## src/rtl/divider_seq_if.sv

```systemverilog
// Handshake and operand/result bundle for divider_seq.
// The master drives operands and start; the slave returns results and status.
interface divider_seq_if #(
   parameter int WIDTH = 32
);
   logic [WIDTH-1:0] data_operandA;
   logic [WIDTH-1:0] data_operandB;
   logic             data_signed;
   logic             data_start;
   logic [WIDTH-1:0] data_quotient;
   logic [WIDTH-1:0] data_remainder;
   logic             data_exception;
   logic             data_resultRDY;
   logic             data_busy;

   modport master (
      output data_operandA, data_operandB, data_signed, data_start,
      input  data_quotient, data_remainder, data_exception, data_resultRDY, data_busy
   );

   modport slave (
      input  data_operandA, data_operandB, data_signed, data_start,
      output data_quotient, data_remainder, data_exception, data_resultRDY, data_busy
   );
endinterface

```

## src/rtl/divider_seq.sv

```systemverilog
// Sequential non-restoring divider, one quotient bit per clock, start/busy handshake.
// Define DIVIDER_SIGNED_EN to honour data_signed (two's-complement mode); otherwise all divisions are unsigned.
module divider_seq #(
   parameter int WIDTH = 32
) (
   input  logic          clock,
   input  logic          reset,
   divider_seq_if.slave  bus
);
   localparam int CW = $clog2(WIDTH) + 1;
   localparam logic [CW-1:0] LAST_STEP = CW'(WIDTH - 1);

   typedef enum logic [1:0] {IDLE, RUN, FIX} state_t;

   state_t           state_reg;
   logic [WIDTH:0]   r_reg;
   logic [WIDTH-1:0] q_reg;
   logic [WIDTH-1:0] b_reg;
   logic [WIDTH-1:0] a_reg;
   logic [CW-1:0]    count_reg;
   logic             zero_reg;
   logic [WIDTH-1:0] quot_reg;
   logic [WIDTH-1:0] rem_reg;
   logic             exc_reg;
   logic             rdy_reg;
   logic             busy_reg;

   logic [WIDTH-1:0] abs_a;
   logic [WIDTH-1:0] abs_b;
   logic [WIDTH:0]   r_shift;
   logic [WIDTH:0]   r_step;
   logic [WIDTH-1:0] rem_mag;
   logic [WIDTH-1:0] quot_out;
   logic [WIDTH-1:0] rem_out;

`ifdef DIVIDER_SIGNED_EN
   logic a_neg;
   logic b_neg;
   logic neg_q_reg;
   logic neg_r_reg;

   assign a_neg = bus.data_signed & bus.data_operandA[WIDTH-1];
   assign b_neg = bus.data_signed & bus.data_operandB[WIDTH-1];
   assign abs_a = a_neg ? -bus.data_operandA : bus.data_operandA;
   assign abs_b = b_neg ? -bus.data_operandB : bus.data_operandB;
`else
   assign abs_a = bus.data_operandA;
   assign abs_b = bus.data_operandB;
`endif

   // Arithmetic is modulo 2^(WIDTH+1); the true partial remainder always lies in [-B, B).
   assign r_shift = {r_reg[WIDTH-1:0], q_reg[WIDTH-1]};
   assign r_step  = r_reg[WIDTH] ? (r_shift + {1'b0, b_reg}) : (r_shift - {1'b0, b_reg});
   assign rem_mag = r_reg[WIDTH] ? (r_reg[WIDTH-1:0] + b_reg) : r_reg[WIDTH-1:0];

`ifdef DIVIDER_SIGNED_EN
   // Most-negative / -1 falls out naturally: |A| = 2^(WIDTH-1) reinterpreted as the most-negative value.
   assign quot_out = neg_q_reg ? -q_reg : q_reg;
   assign rem_out  = neg_r_reg ? -rem_mag : rem_mag;
`else
   assign quot_out = q_reg;
   assign rem_out  = rem_mag;
`endif

   always_ff @(posedge clock or posedge reset) begin
      if (reset) begin
         state_reg <= IDLE;
         r_reg     <= '0;
         q_reg     <= '0;
         b_reg     <= '0;
         a_reg     <= '0;
         count_reg <= '0;
         zero_reg  <= 1'b0;
         quot_reg  <= '0;
         rem_reg   <= '0;
         exc_reg   <= 1'b0;
         rdy_reg   <= 1'b0;
         busy_reg  <= 1'b0;
`ifdef DIVIDER_SIGNED_EN
         neg_q_reg <= 1'b0;
         neg_r_reg <= 1'b0;
`endif
      end else begin
         rdy_reg <= 1'b0;
         case (state_reg)
            IDLE: begin
               if (bus.data_start) begin
                  a_reg     <= bus.data_operandA;
                  b_reg     <= abs_b;
                  r_reg     <= '0;
                  q_reg     <= abs_a;
                  count_reg <= '0;
                  busy_reg  <= 1'b1;
                  zero_reg  <= (bus.data_operandB == '0);
`ifdef DIVIDER_SIGNED_EN
                  neg_q_reg <= a_neg ^ b_neg;
                  neg_r_reg <= a_neg;
`endif
                  state_reg <= (bus.data_operandB == '0) ? FIX : RUN;
               end
            end
            RUN: begin
               r_reg     <= r_step;
               q_reg     <= {q_reg[WIDTH-2:0], ~r_step[WIDTH]};
               count_reg <= count_reg + 1'b1;
               if (count_reg == LAST_STEP) begin
                  state_reg <= FIX;
               end
            end
            FIX: begin
               if (zero_reg) begin
                  quot_reg <= '0;
                  rem_reg  <= a_reg;
                  exc_reg  <= 1'b1;
               end else begin
                  quot_reg <= quot_out;
                  rem_reg  <= rem_out;
                  exc_reg  <= 1'b0;
               end
               rdy_reg   <= 1'b1;
               busy_reg  <= 1'b0;
               state_reg <= IDLE;
            end
            default: state_reg <= IDLE;
         endcase
      end
   end

   assign bus.data_quotient  = quot_reg;
   assign bus.data_remainder = rem_reg;
   assign bus.data_exception = exc_reg;
   assign bus.data_resultRDY = rdy_reg;
   assign bus.data_busy      = busy_reg;
endmodule

```

## src/flat_wrapper.sv

```systemverilog
// flat-port wrapper written by rule: the top's interface ports become plain ports
module divider_seq_flat 
#(
   parameter int WIDTH = 32
)
  (clock, reset, bus_data_operandA, bus_data_operandB, bus_data_signed, bus_data_start, bus_data_quotient, bus_data_remainder, bus_data_exception, bus_data_resultRDY, bus_data_busy);
  divider_seq_if #(.WIDTH(WIDTH)) bus_i ();
  input  logic clock;
  input  logic reset;
  input wire logic [$bits(bus_i.data_operandA)-1:0] bus_data_operandA;
  input wire logic [$bits(bus_i.data_operandB)-1:0] bus_data_operandB;
  input wire logic [$bits(bus_i.data_signed)-1:0] bus_data_signed;
  input wire logic [$bits(bus_i.data_start)-1:0] bus_data_start;
  output wire logic [$bits(bus_i.data_quotient)-1:0] bus_data_quotient;
  output wire logic [$bits(bus_i.data_remainder)-1:0] bus_data_remainder;
  output wire logic [$bits(bus_i.data_exception)-1:0] bus_data_exception;
  output wire logic [$bits(bus_i.data_resultRDY)-1:0] bus_data_resultRDY;
  output wire logic [$bits(bus_i.data_busy)-1:0] bus_data_busy;
  assign bus_i.data_operandA = bus_data_operandA;
  assign bus_i.data_operandB = bus_data_operandB;
  assign bus_i.data_signed = bus_data_signed;
  assign bus_i.data_start = bus_data_start;
  assign bus_data_quotient = bus_i.data_quotient;
  assign bus_data_remainder = bus_i.data_remainder;
  assign bus_data_exception = bus_i.data_exception;
  assign bus_data_resultRDY = bus_i.data_resultRDY;
  assign bus_data_busy = bus_i.data_busy;
  divider_seq #(.WIDTH(WIDTH)) u_core (.clock(clock), .reset(reset), .bus(bus_i));
endmodule
```

## config.mk

```make
export PLATFORM = sky130hd
export DESIGN_NAME = divider_seq_flat
export DESIGN_NICKNAME = d
export VERILOG_FILES = /design/src/rtl/divider_seq_if.sv /design/src/rtl/divider_seq.sv /design/src/flat_wrapper.sv
export SDC_FILE = /design/constraint.sdc
export NUM_CORES = 1
export LEC_CHECK = 0
export CORE_UTILIZATION = 55
export DETAILED_ROUTE_END_ITERATION = 8
export DONT_BUFFER_PORTS = 1
export HOLD_SLACK_MARGIN = 0.1
export PLACE_DENSITY = 0.7
export SLEW_MARGIN = 30
export SYNTH_ARGS = -nofsm -noshare
export SYNTH_HDL_FRONTEND = slang
export SYNTH_SLANG_ARGS = --single-unit
export TNS_END_PERCENT = 1
```

## constraint.sdc

```tcl
create_clock -name clock -period 7.89 [get_ports clock]
set_input_delay 1.1835 -clock clock [delete_from_list [all_inputs] [get_ports clock]]
set_output_delay 1.1835 -clock clock [all_outputs]
set_load 0.01 [all_outputs]
```

==> flow_summary.toml, run 1 <==
[routing]
wl_per_cell_um = 18.21
vias_per_cell = 5.883
first_pass_iters = 9
vias = 9401
drt_wl_total_um = 29100
ant_nets = 0
drc = 28
drtIter0Drc = 589

[layout]
area_delta_synth_final_pct = 8.455
fin_nets = 1439
largest_reg_flops = 33
n_antenna_cell = 0
drive_gt1_share_pct = 11.08

[yosys]
synth_common_cells = "nand2_1 (208), dfrtp_1 (205), o21ai_0 (132)"
synth_most_common_cell = "nand2_1"
synth_compound_area_share_pct = 16.80
ys_ff_latch = 205
synth.top_cell.area_share_pct = 41.47
syn_area_mm2 = 0.01237
netlist_instances = 1331
synth_nets = 1467
synth_area_leaders = "dfrtp_1 (41%), ha_1 (6.7%), nand2_1 (6.3%), mux2_2 (5.7%), o21ai_0 (5.3%)"
ys.flop_type = "dfrtp_1"
synthAdderAreaFrac_pct = 6.999
ys_types = 70
synth_top_family_by_area = "compound AO/OA/AOI/OAI gates"
synth.mux.area_fraction_pct = 9.781
synth-xor-area-share_pct = 6.220
seq_area_frac_synth_pct = 41.47
async_flop_share_pct = 100.0
synth_warnings = 0
yosys.area_share.simple_pct = 15.83
synth_edf_count = 0
synth_top_cell_by_area = "dfrtp_1"
synth.avg_cell_area_um2 = 9.294

[setup_path]
timing.rr.start = "u_core.b_reg[2]"
r2r-end = "u_core.q_reg[0]"
path_class = "flip-flop to flip-flop"
worstPathArrival_ns = 5.34
end_kind = "flip-flop"
endpoint = "u_core.q_reg[0]"
cp_data_required_time_ns = 8.28
ff2ff_path_depth = 18
crit_path_start = "u_core.b_reg[2]"
crit_fanout = 6
start_kind = "flip-flop"
reg2reg_slack_ns = 2.94

[sta]
rsz0062_at_grt = "no"
setup_viol = 0
final.setup.tns_ns = 0
hold_viol = 0
post-route-min-period_ns = 4.949
fmax_ghz = 0.2020
worstMarginPinSlew_ns = 0.7777
relSlewSlack_pct = 47.67
fin_worst_skew_ns = 0.01537
timing.final.crit_share_pct = 62.73
slew_violations = 0

[clocking]
clock-root-buffer = "clkbuf_16"
cts-resized-gates = 0
clkTransAtPathRegs_ns = 0.06
cts_sinks = 205
hold_buffers = 0
numCtsBuffers = 23
clock_tree.buffer_depth = 3
cts.htree.levels = 1
insertion_delay_ns = 0.53
cts_setup_buffers = 0
cts_tree = "built"

[outcome]
outcome = "finished with violations"
violations = "design-rule violations"

[global_route]
grt_start_max_net_pins = 136
grt_use_total_pct = 25.82
grt_pass1_wl_um = 48740
grt.overflow.total = 0
grt_pass1_vias = 9299
antenna_found_initial = 0

[hold_path]
hp-class = "flip-flop to flip-flop"

[die]
num_io_pins = 135
core_mm2 = 0.02196
initial_utilization_pct = 56.34
dieHeight_um = 152.0
die_w_um = 152.0
die_area_mm2 = 0.02310
rows = 54

[flow_run]
drv_cap = 0

[placement]
gp_congestion = 0.8847
hpwl_um = 21030
port_buffers = 0
[worst min path at each step]
| stage | startpoint | end | slack (ns) | cells past startpoint |
|---|---|---|---|---|
| 4_1_cts | u_core.q_reg[16] | u_core.q_reg[16] | 0.51 | 2 |
| 3_3_place_gp | u_core.a_reg[18] | u_core.a_reg[18] | 0.48 | 1 |
| 6_report | u_core.q_reg[16] | u_core.q_reg[16] | 0.50 | 2 |
| 2_1_floorplan | u_core.count_reg[2] | u_core.count_reg[2] | 0.46 | 1 |
| 3_5_place_dp | u_core.a_reg[8] | u_core.a_reg[8] | 0.49 | 1 |
| 5_1_grt | u_core.a_reg[11] | u_core.a_reg[11] | 0.52 | 1 |
[routing by layer]
layer	vias up	wire length (um)	GRT usage (%)
li1	4662	-	-
met1	4476	13720	36.67
met2	229	13080	41.16
met3	34	1789	4.792
met4	0	511	5.685
met5	-	0	0
[stage by stage]
step	worst slack [ns]	instances	util [%]	cell area [um^2]	hold slack (ns)
6_report	2.941	1598	61.10	13420	0.5025
5_1_grt	2.553	1598	61.10	13420	0.5203
4_1_cts	2.949	1598	61.06	13410	0.5079
3_5_place_dp	2.976	1558	57.45	12620	0.4918
3_3_place_gp	2.943	1557	57.33	12590	0.4830
2_1_floorplan	1.111	1331	-	12370	0.4637
[cell type report]
type,instances,area [um^2]
Clock inverter,12,157.7
Fill cell,1867,8542
Sequential cell,205,5132
Timing Repair Buffer,12,113.9
Tap cell,280,350.3
Inverter,30,125.1
Multi-Input combinational cell,1031,6903
Clock buffer,28,634.4
[cells by family (layout without fill, tap and decap cells)]
kind of cell,Yosys count,in the layout
AO/OA/AOI/OAI,343,343
adder cells (fa/ha/maj),68,68
XOR/XNOR,87,87
AND/OR/NAND/NOR,420,420
multiplexers,113,113
flip-flops,205,205
buffers and inverters,95,82
[cells in the final DEF (no fill, tap or decap), types with 6 or more instances in the layout]
cell type,synthesis,routed
a21o_1,28,28
nor4_1,11,11
inv_1,29,28
nor2_1,71,71
a211oi_1,8,8
nand3_1,47,47
clkinv_2,0,6
xor2_1,54,54
dfrtp_1,205,203
nor3_1,14,14
a21oi_1,102,102
buf_4,0,10
clkbuf_16,0,23
nand4_1,6,6
o21ai_0,132,132
mux2_2,63,63
o31ai_1,8,8
and3_1,8,8
xnor2_1,32,32
mux2i_1,50,50
o21bai_1,9,8
nand2_1,208,208
nand2b_1,13,11
ha_1,66,66
a31oi_1,10,10
nor2b_1,11,11
[critical path, cell delays in order, from the launching register on]
cell	delay (ns)
dfrtp_1	0.45
or3_4	0.44
nor3_1	0.21
nand2b_1	0.11
nor4_1	0.60
nand2_1	0.12
nor2_1	0.28
a21oi_1	0.13
xor2_1	0.17
ha_1	0.36
a21oi_1	0.15
nor2_1	0.05
o21ai_0	0.15
nand2b_1	0.14
a2111oi_4	0.33
o41ai_1	0.19
o41ai_1	0.32
xor2_1	0.45
o21ai_0	0.14
Power of run 1 is left out: the tool's default activity adds up to more than one toggle a clock period on the data nets, which glitch-free logic cannot reach.
==> inputs of run 2 (changes only) <==
--- a/config.mk
+++ b/config.mk
@@ -9,7 +9,7 @@
 export DETAILED_ROUTE_END_ITERATION = 8
 export DONT_BUFFER_PORTS = 1
 export HOLD_SLACK_MARGIN = 0.1
-export PLACE_DENSITY = 0.7
+export PLACE_DENSITY = 0.73
 export SLEW_MARGIN = 30
 export SYNTH_ARGS = -nofsm -noshare
 export SYNTH_HDL_FRONTEND = slang
==> constraint.sdc (replaced) <==
create_clock -name clock -period 4.16 [get_ports clock]
set_input_delay 0.624 -clock clock [delete_from_list [all_inputs] [get_ports clock]]
set_output_delay 0.624 -clock clock [all_outputs]
set_load 0.01 [all_outputs]
==> flow_summary.toml, run 2 (same netlist as run 1, synthesis figures left out) <==
[sta]
fmax_ghz = 0.2390
relSlewSlack_pct = 41.19
finalHoldWorstSlack_ns = 0.2434
hold_viol = 0
worstMarginPinSlew_ns = 0.8741
fin_worst_skew_ns = 0.01002
timing.final.crit_share_pct = 100.6
post-route-min-period_ns = 4.184
slew_violations = 0
setup_viol = 2
setup_slack_ns = -0.02438
rsz0062_at_grt = "yes"

[placement]
gp_congestion = 0.9261
placed_cell_area_mm2 = 0.01293
pre_cts_ws_ns = -0.01380
port_buffers = 0
hpwl_um = 21520

[layout]
drive_gt1_share_pct = 15.86
finalInstanceArea_mm2 = 0.01388
n_antenna_cell = 0
fin_nets = 1490
largest_reg_flops = 33
layout_common_cells = "nand2_1 (206), dfrtp_1 (203), o21ai_0 (128)"
final_common_cell = "nand2_1"
utilization_pct = 63.19
area_delta_synth_final_pct = 12.17

[global_route]
antenna_found_initial = 0
grt.overflow.total = 0
grt_util_met3_pct = 5.248
use_met2_pct = 40.70
grt_start_max_net_pins = 117
grt.busiest_layer = "met2"
grt_pass1_wl_um = 48940
grt_use_met1_pct = 36.76
grt_use_total_pct = 25.96
grt_pass1_vias = 9446

[setup_path]
crit_fanout = 4
crit_top_cell = "nor2_4"
crit_path_cell_trace = "or3_4 > nor3_4 > nand2b_1 > nor4_1 > buf_4 > nand2_4 > nor2_4 > buf_6 > nand2_2 > nor2_4 > a21oi_2 > xor2_1 > ha_1 > inv_2 > o21bai_1 > o21a_1 > o21ai_2 > o41ai_4 > o41ai_2 > xor2_2 > a22o_1"
start_kind = "flip-flop"
path_class = "flip-flop to flip-flop"
end_kind = "flip-flop"
cp_data_required_time_ns = 4.60
path_buf_inv = 3
worstPathArrival_ns = 4.62
crit_slowest_cell = "or3_4"
cpPeakStageDelay_ns = 0.41
cp_top_family = "simple AND/OR/NAND/NOR gates"

[die]
die_area_mm2 = 0.02310
num_io_pins = 135
core_mm2 = 0.02196
dieHeight_um = 152.0
rows = 54
initial_utilization_pct = 56.34
die_w_um = 152.0

[routing]
drtIter0Drc = 601
drt_wl_total_um = 29590
first_pass_iters = 8
vias = 9697
wl_per_cell_um = 17.96
ant_nets = 0
drc = 16
vias_per_cell = 5.884

[clocking]
clock-root-buffer = "clkbuf_16"
clock_tree.buffer_depth = 3
cts_sinks = 205
cts.htree.levels = 1
clkTransAtPathRegs_ns = 0.06
numCtsBuffers = 22
insertion_delay_ns = 0.50
cts_tree = "built"

[outcome]
violations = "design-rule violations, negative setup slack"
outcome = "finished with violations"

[hold_path]
hp-class = "input port to flip-flop"

[flow_run]
drv_cap = 0
run 2: path summary, 6_finish.rpt:
kind,startpoint,endpoint,slack (ns),cells after the start
worst max register to register,u_core.b_reg[3],u_core.r_reg[32],-0.02,21
max in group asynchronous,reset,u_core.zero_reg,2.61,3
worst max-delay path,u_core.b_reg[3],u_core.r_reg[32],-0.02,21
worst min register to register,u_core.q_reg[10],u_core.q_reg[10],0.51,2
min in group asynchronous,reset,u_core.q_reg[3],0.59,2
worst min-delay path,bus_data_operandB[29],u_core.b_reg[29],0.24,2
run 2: layout make-up:
type                    instances  area (um^2)
clock inverters                 8        58.81
multi-input cells            1031         7059
clock buffers                  30        651.9
repair buffers                 64        506.7
inverters                      30        116.4
fillers                      1787         8083
flip-flops and latches        205         5132
well taps                     280        350.3
run 2: routing by layer:
layer / share of wire [%] / vias up
met5: 0 / -
met4: 1.9 / 0
met3: 7.2 / 35
met2: 45 / 273
met1: 46 / 4631
li1: - / 4758
run 2: repair_timing:
item                       CTS  global route
pin swaps                    1            38
setup endpoints to repair    2             7
setup buffers                0             9
hold endpoints to repair    13             0
gates resized for setup      4            34
hold buffers                 1             0
run 2: stage by stage:
stage               setup TNS, ns  instances
CTS                             0       1640
global placement                0       1601
floorplan                       0       1331
finish                   -0.04124       1648
global route               -1.023       1648
detailed placement       -0.01380       1601
Power of run 2 is left out for the same reason.
